## src/rtl/mac_acc.sv

```systemverilog
// mac_acc: multiply-accumulate unit with a radix-2 shift-add multiplier.
// An accepted start runs OPSIZE multiply steps, then one accumulate cycle.
// The accumulate cycle is followed by a one-cycle valid strobe.
// Signed mode works on magnitudes, then applies the product sign at accumulate time.
module mac_acc #(
  parameter int OPSIZE  = 8,
  parameter int ACCSIZE = 24,
  parameter bit SAT     = 1'b1
) (
  input  logic               clk,
  input  logic               rst_n,
  input  logic               start,
  input  logic               clr,
  input  logic               sgn,
  input  logic [OPSIZE-1:0]  A,
  input  logic [OPSIZE-1:0]  B,
  output logic [ACCSIZE-1:0] ACC,
  output logic               ready,
  output logic               valid,
  output logic               ovf
);

  localparam int PW = 2 * OPSIZE;             // product magnitude width
  localparam int EW = ACCSIZE + 1;            // one guard bit for overflow detection
  localparam int CW = $clog2(OPSIZE + 1);

  typedef enum logic [1:0] {IDLE, MUL, ACCUM} state_t;

  state_t              state_q, state_d;
  logic [PW-1:0]       mcand_q, mcand_d;      // multiplicand, shifted left each step
  logic [OPSIZE-1:0]   mplier_q, mplier_d;    // multiplier, shifted right each step
  logic [PW-1:0]       prod_q, prod_d;        // partial product magnitude
  logic [CW-1:0]       cnt_q, cnt_d;
  logic                psgn_q, psgn_d;
  logic                clr_q, clr_d;
  logic                sgn_q, sgn_d;
  logic [ACCSIZE-1:0]  acc_q, acc_d;
  logic                ovf_q, ovf_d;
  logic                valid_q, valid_d;

  logic [OPSIZE-1:0]   a_mag, b_mag;
  logic [EW-1:0]       prod_ext, prod_s, base, sum;
  logic                ovf_now;
  logic [ACCSIZE-1:0]  acc_res;

  // The magnitude of the most negative operand still fits in OPSIZE unsigned bits.
  assign a_mag = (sgn && A[OPSIZE-1]) ? -A : A;
  assign b_mag = (sgn && B[OPSIZE-1]) ? -B : B;

  // Accumulate datapath: the signed product added to the old ACC (or to 0), one bit wider than ACC.
  always_comb begin
    prod_ext = {{(EW-PW){1'b0}}, prod_q};
    prod_s   = psgn_q ? -prod_ext : prod_ext;
    base     = clr_q ? '0 : {sgn_q & acc_q[ACCSIZE-1], acc_q};
    sum      = base + prod_s;
    ovf_now  = 1'b0;
    acc_res  = sum[ACCSIZE-1:0];
    if (sgn_q) begin
      if (sum[EW-1] != sum[EW-2]) begin
        ovf_now = 1'b1;
        if (SAT) acc_res = sum[EW-1] ? {1'b1, {(ACCSIZE-1){1'b0}}}
                                     : {1'b0, {(ACCSIZE-1){1'b1}}};
      end
    end else if (sum[EW-1]) begin
      ovf_now = 1'b1;
      if (SAT) acc_res = '1;
    end
  end

  // Next-state logic and datapath control for IDLE -> MUL x OPSIZE -> ACCUM.
  always_comb begin
    state_d  = state_q;
    mcand_d  = mcand_q;
    mplier_d = mplier_q;
    prod_d   = prod_q;
    cnt_d    = cnt_q;
    psgn_d   = psgn_q;
    clr_d    = clr_q;
    sgn_d    = sgn_q;
    acc_d    = acc_q;
    ovf_d    = ovf_q;
    valid_d  = 1'b0;
    case (state_q)
      IDLE: if (start) begin
        mcand_d  = {{(PW-OPSIZE){1'b0}}, a_mag};
        mplier_d = b_mag;
        prod_d   = '0;
        cnt_d    = '0;
        psgn_d   = sgn & (A[OPSIZE-1] ^ B[OPSIZE-1]);
        clr_d    = clr;
        sgn_d    = sgn;
        state_d  = MUL;
      end
      MUL: begin
        if (mplier_q[0]) prod_d = prod_q + mcand_q;
        mcand_d  = mcand_q << 1;
        mplier_d = mplier_q >> 1;
        cnt_d    = cnt_q + CW'(1);
        if (cnt_q == CW'(OPSIZE - 1)) state_d = ACCUM;
      end
      ACCUM: begin
        acc_d   = acc_res;
        // A clearing op drops the sticky flag, but its own overflow still sets it.
        ovf_d   = (clr_q ? 1'b0 : ovf_q) | ovf_now;
        valid_d = 1'b1;
        state_d = IDLE;
      end
      default: state_d = IDLE;
    endcase
  end

  // State registers; an asynchronous reset aborts any operation in flight.
  always_ff @(posedge clk or negedge rst_n) begin
    if (!rst_n) begin
      state_q  <= IDLE;
      mcand_q  <= '0;
      mplier_q <= '0;
      prod_q   <= '0;
      cnt_q    <= '0;
      psgn_q   <= 1'b0;
      clr_q    <= 1'b0;
      sgn_q    <= 1'b0;
      acc_q    <= '0;
      ovf_q    <= 1'b0;
      valid_q  <= 1'b0;
    end else begin
      state_q  <= state_d;
      mcand_q  <= mcand_d;
      mplier_q <= mplier_d;
      prod_q   <= prod_d;
      cnt_q    <= cnt_d;
      psgn_q   <= psgn_d;
      clr_q    <= clr_d;
      sgn_q    <= sgn_d;
      acc_q    <= acc_d;
      ovf_q    <= ovf_d;
      valid_q  <= valid_d;
    end
  end

  assign ACC   = acc_q;
  assign ready = (state_q == IDLE);
  assign valid = valid_q;
  assign ovf   = ovf_q;

endmodule

```

## config.mk

```make
export PLATFORM = sky130hd
export DESIGN_NAME = mac_acc
export DESIGN_NICKNAME = d
export VERILOG_FILES = /design/src/rtl/mac_acc.sv
export SDC_FILE = /design/constraint.sdc
export NUM_CORES = 1
export LEC_CHECK = 0
export CAP_MARGIN = 20
export CELL_PAD_IN_SITES_DETAIL_PLACEMENT = 0
export CELL_PAD_IN_SITES_GLOBAL_PLACEMENT = 2
export CORE_ASPECT_RATIO = 1.4
export CORE_MARGIN = 5
export CORE_UTILIZATION = 30
export CTS_CLUSTER_DIAMETER = 50
export DETAILED_ROUTE_END_ITERATION = 8
export PLACE_DENSITY = 0.66
export SYNTH_ARGS = -nofsm -noshare
export SYNTH_HDL_FRONTEND = slang
export SYNTH_SLANG_ARGS = --single-unit
export TNS_END_PERCENT = 100
```

## constraint.sdc

```tcl
create_clock -name clk -period 5.8 [get_ports clk]
set_input_delay 0.58 -clock clk [delete_from_list [all_inputs] [get_ports clk]]
set_output_delay 0.58 -clock clk [all_outputs]
set_load 0.05 [all_outputs]
```

==> results.toml, run 1 <==
[run]
cap_violations = 0

[timing]
rsz0062_at_grt = "no"
period_needed_ns = 5.23
max_freq_mhz = 191
max-slew-margin-rel_pct = 47.2
worstMarginPinSlew_ns = 0.790
hold_violations = 0
post-route-period-util_pct = 90.1
skew_ns = 0.00676
setup-violations-final = 0
fin_setup_tns_ns = 0
finalMaxSlewViolations = 0

[synthesis]
synth-compound-area-share_pct = 24.6
synth_cell_type_count = 57
ys_ff_latch = 75
async_reset_ff_share_pct = 100
synth_nets = 722
ys.warnings.count = 0
synth_top_area_cell = "dfrtp_1"
synth-edff-count = 0
synthesis.area_per_instance_um2 = 8.58
synth_top_family_by_area = "compound AO/OA/AOI/OAI gates"
synthSimpleGateAreaFrac_pct = 19.0
netlist.area_leader.share_pct = 33.4
syn_area_um2 = 5620
synth_xor_area_share_pct = 8.26
netlist_top_cells_area = "dfrtp_1 (33%), ha_1 (9.8%), xnor2_1 (5.9%)"
netlist_instances = 655
ys_seq_area_share_pct = 33.4
synthAdderAreaFrac_pct = 10.5
synth_flop_cell = "dfrtp_1"
synthMuxAreaShare_pct = 1.29

[route]
drc = 0
drt-initial-drc-count = 199
viasPerCell = 5.09
num_vias = 4805
first_pass_iters = 5
drt_wl_total_mm = 15.7
ant_nets = 0
detail_route.wl_per_cell_um = 16.6

[grt]
grt_usage_pct = 15.0
grt_max_degree = 76
gr-total-overflow = 0
grt_pass1_vias = 4913
grt_pass1_wl_mm = 25.7
antenna_found_initial = 0

[final_layout]
nets = 763
syn_to_final_growth_pct = 19.1
diodes = 0
fin_area_um2 = 6700
drive_above_1_share_pct = 8.43

[cts]
cts_buffers = 9
cts_sinks = 75
cts_hold_buf = 0
clk_pin_slew_ns = 0.06
cts_resized = 0
cts_tree = "done"
root_buffer = "clkbuf_16"
cts_buffer_depth = 2
clock_latency_ns = 0.35
htreeDepth = 3
cts_setup_buffers = 0

[setup_path]
critPathKind = "flop to flop"
critPathCaptureType = "flop"
crit_path_max_fanout = 23
startpoint_type = "flop"
rrSetupSlack_ns = 0.57
worstPathArrival_ns = 5.42
required_ns = 6.00

[floorplanning]
core_area_um2 = 18500
die_h_um = 172
die_w_um = 126
die_area_um2 = 21600
io_pins = 48
std_cell_rows = 59
start_util_pct = 30.3

[place]
placed_area_um2 = 6340
place.gp.congestion = 0.842
dp_hpwl_mm = 12.0
io_buffer_count = 47

[status]
status = "finished clean"

[hold_path]
holdCritPathClass = "input pin to asynchronous set/reset pin"
[synth_stat cells, types with 2 or more instances]
cell and instances:
or2_2 5, a21oi_1 23, o31ai_1 9, a22oi_1 14, nor2b_1 26, a21o_1 18, and2_1 7, a31oi_1 7
a21boi_0 2, nand3_1 18, o21bai_1 7, nor2_1 57, nand4_1 2, mux2i_1 5, nor3_1 10, xnor2_1 38
nand2b_1 6, xor2_1 15, or3_1 4, o41a_1 4, a211oi_1 10, inv_1 12, dfrtp_1 75, nand2_1 84
mux2_2 2, fa_1 2, a21oi_2 20, ha_1 44, clkbuf_1 23, o211ai_1 4, o22ai_1 3, and3_1 4
o21a_1 8, or4_1 2, buf_6 2, o21ai_0 60, a32o_1 3
[critical path: stages (launching register included)]
cell and delay [ns]:
dfrtp_1 0.43, or4_1 0.64, or3_1 0.49, o21a_1 0.22
ha_1 0.36, a21o_1 0.21, a21oi_1 0.14, o21ai_0 0.09
a2111oi_0 0.34, o21ai_0 0.18, or3_1 0.41, and2_4 0.19
ha_1 0.30, and2_1 0.29, nand3_1 0.17, o211a_4 0.43
o21ai_0 0.18
[path summary, 6_finish.rpt]
check / startpoint / end / cells past startpoint
setup / recovery: prod_q[12]$_DFFE_PN0P_ / ACC[21]$_DFFE_PN0P_ / 16
hold / removal: rst_n / ACC[10]$_DFFE_PN0P_ / 1
setup reg to reg: prod_q[12]$_DFFE_PN0P_ / ACC[21]$_DFFE_PN0P_ / 16
hold reg to reg: cnt_q[3]$_DFFE_PN0P_ / state_q[1]$_DFFE_PN0P_ / 1
max in group asynchronous: rst_n / mplier_q[0]$_DFFE_PN0P_ / 2
min in group clk: cnt_q[3]$_DFFE_PN0P_ / state_q[1]$_DFFE_PN0P_ / 1
[registers in the layout (all words and copies together), names as in the netlist]
register,count
prod_q,16
mcand_q,16
clr_q,1
state_q,2
ACC,24
sgn_q,1
mplier_q,8
cnt_q,4
valid,1
ovf,1
psgn_q,1
[through the flow]
| stage | cells | hold WS (ns) | utilization (%) | worst slack [ns] |
|---|---|---|---|---|
| 2_1_floorplan | 655 | 0.284 | - | 1.13 |
| 3_3_place_gp | 927 | 0.467 | 34.2 | 0.712 |
| 3_5_place_dp | 927 | 0.480 | 34.2 | 0.556 |
| 4_1_cts | 942 | 0.442 | 35.9 | 0.528 |
| 5_1_grt | 944 | 0.117 | 36.1 | 0.0924 |
| 6_report | 944 | 0.108 | 36.1 | 0.574 |
[cell type report]
type | instances | area, um2
clock inverter | 5 | 77.6
clock buffer | 10 | 239
multi-input combinational | 541 | 3590
sequential | 75 | 1880
inverter | 12 | 45.0
fill | 1931 | 11800
timing repair buffer | 57 | 563
tap | 244 | 305
[placed cells by master (no fill, tap or decap), types with 12 or more instances in the layout]
cell             instances
nand2_1                 84
dfrtp_1                 75
o21ai_0                 60
nor2_1                  57
clkdlybuf4s50_1         46
ha_1                    44
xnor2_1                 38
nor2b_1                 24
a21oi_1                 23
a21oi_2                 20
nand3_1                 18
a21o_1                  18
xor2_1                  15
a22oi_1                 14
inv_1                   12
[routing by layer]
layer / up-vias / share of wire [%] / track usage (%)
met5: - / 0 / 0
met4: 0 / 2.8 / 6.89
met3: 21 / 2.7 / 2.35
met2: 58 / 53 / 27.9
met1: 2296 / 41 / 16.8
li1: 2430 / - / -
[logic make-up (layout without fill, tap and decap cells)]
family / Yosys count / after routing
buffers and inverters: 39 / 84
multiplexers: 7 / 7
AO/OA/AOI/OAI: 204 / 204
XOR/XNOR: 53 / 53
adder cells (fa/ha/maj): 46 / 46
flip-flops: 75 / 75
AND/OR/NAND/NOR: 231 / 231
Power of run 1 is left out: the tool's default activity adds up to more than one toggle a clock period on the data nets, which glitch-free logic cannot reach.
==> run 2: changes to the inputs <==
--- a/config.mk
+++ b/config.mk
@@ -10,10 +10,10 @@
 export CELL_PAD_IN_SITES_GLOBAL_PLACEMENT = 2
 export CORE_ASPECT_RATIO = 1.4
 export CORE_MARGIN = 5
-export CORE_UTILIZATION = 30
+export CORE_UTILIZATION = 36
 export CTS_CLUSTER_DIAMETER = 50
 export DETAILED_ROUTE_END_ITERATION = 8
-export PLACE_DENSITY = 0.66
+export PLACE_DENSITY = 0.78
 export SYNTH_ARGS = -nofsm -noshare
 export SYNTH_HDL_FRONTEND = slang
 export SYNTH_SLANG_ARGS = --single-unit
==> run 2 against run 1 <==
Against the previous run: flip-flop and latch count is the same; hold slack gained 0.082 ns; critical path depth is the same; cell count shrank 5.3%; sequential share of layout area grew 0.45 points; critical endpoint unchanged; largest cell class unchanged.
==> results.toml, run 2 (synthesis gave the netlist of run 1 again) <==
[route]
num_vias = 4836
first_pass_iters = 4
ant_nets = 0
drc = 0
drt-initial-drc-count = 174
detail_route.wl_per_cell_um = 16.9
drt_wl_total_mm = 15.1
viasPerCell = 5.41

[cts]
root_buffer = "clkbuf_16"
cts_sinks = 75
cts_resized = 0
clk_pin_slew_ns = 0.06
htreeDepth = 3
clock_latency_ns = 0.35
cts_hold_buf = 0
cts_buffers = 9
cts_buffer_depth = 2
cts_tree = "done"
cts_setup_buffers = 0

[setup_path]
crit_start = "prod_q[12]$_DFFE_PN0P_"
cp_slowest_cell = "or4_1"
crit_chain = "or4_1, or3_1, o21a_1, ha_1, a21o_1, a21oi_1, o21ai_0, a2111oi_0, o21ai_0, or3_1, and2_4, ha_1, and2_1, nand3_1, o211a_4, o21ai_0"
startpoint_type = "flop"
r2r_end = "ACC[21]$_DFFE_PN0P_"
crit_path_max_fanout = 23
slowest_delay_ns = 0.65
reg2reg_depth = 16
critPathKind = "flop to flop"
crit_top_cell = "o21ai_0"
required_ns = 6.01
rrSetupSlack_ns = 0.55
r2r-start = "prod_q[12]$_DFFE_PN0P_"
critPathCaptureType = "flop"
worstPathArrival_ns = 5.46

[timing]
max-slew-margin-rel_pct = 33.8
period_needed_ns = 5.25
rsz0062_at_grt = "no"
skew_ns = 0.00830
worstMarginPinSlew_ns = 0.989
hold_violations = 0
post-route-period-util_pct = 90.5
fin_setup_tns_ns = 0
finalMaxSlewViolations = 0
max_freq_mhz = 190
setup-violations-final = 0

[grt]
grt_usage_pct = 17.2
grt_pass1_vias = 4990
antenna_found_initial = 0
grt_max_degree = 76
grt_pass1_wl_mm = 24.6
gr-total-overflow = 0

[final_layout]
nets = 761
final_cell_mix = "nand2_1 (84), dfrtp_1 (75), o21ai_0 (60)"
n_fill_cell = 1554
drive_above_1_share_pct = 8.02
largest_reg_flops = 24
syn_to_final_growth_pct = 17.2
diodes = 0
layout_commonest_cell = "nand2_1"

[place]
place.gp.congestion = 0.892
io_buffer_count = 47
dp_hpwl_mm = 11.3

[status]
status = "finished clean"

[floorplanning]
die_h_um = 158
die_w_um = 116
std_cell_rows = 54
io_pins = 48
die_area_um2 = 18300
start_util_pct = 36.3
core_area_um2 = 15500

[run]
cap_violations = 0

[hold_path]
holdCritPathClass = "input pin to asynchronous set/reset pin"
## run 2: cell type report
class | count | area [um2] | area share, %
Clock buffer | 11 | 243 | 3.68
Clock inverter | 4 | 51.3 | 0.778
Inverter | 12 | 45.0 | 0.684
Multi-Input combinational cell | 541 | 3590 | 54.5
Sequential cell | 75 | 1880 | 28.5
Tap cell | 196 | 245 | 3.72
Timing Repair Buffer | 55 | 541 | 8.20
## run 2: metrics by stage
stage | area, um2 | hold slack (ns) | setup slack [ns] | util, % | std cells
finish | 6590 | 0.190 | 0.549 | 42.6 | 894
global route | 6590 | 0.238 | 0.250 | 42.6 | 894
floorplan | 5620 | 0.284 | 1.13 | - | 655
global placement | 6280 | 0.459 | 0.700 | 40.6 | 878
CTS | 6570 | 0.457 | 0.536 | 42.5 | 893
detailed placement | 6280 | 0.462 | 0.576 | 40.6 | 878
## run 2: metal layers
metal / up-vias / GRT usage [%] / routed length, um
met5: - / 0 / 0
met4: 0 / 6.85 / 409
met3: 25 / 2.26 / 469
met2: 86 / 33.4 / 8270
met1: 2303 / 18.5 / 5960
li1: 2422 / - / -
## run 2: worst max path at each step
| stage | to | slack [ns] |
|---|---|---|
| after CTS | ACC[21]$_DFFE_PN0P_ | 0.54 |
| final | ACC[21]$_DFFE_PN0P_ | 0.55 |
| after detailed placement | ACC[21]$_DFFE_PN0P_ | 0.58 |
| after global routing | ACC[21]$_DFFE_PN0P_ | 0.25 |
| after floorplan | ACC[19]$_DFFE_PN0P_ | 1.13 |
| after global placement | ACC[21]$_DFFE_PN0P_ | 0.70 |
## run 2: critical path, delay by kind of cell (launching register included)
| kind | cells | cell delay (ns) |
|---|---|---|
| AOI/OAI and AO/OA | 8 | 1.84 |
| adders and majority gates | 2 | 0.66 |
| DFF | 1 | 0.43 |
| and+or+nand+nor | 6 | 2.20 |
Power of run 2 is left out for the same reason.
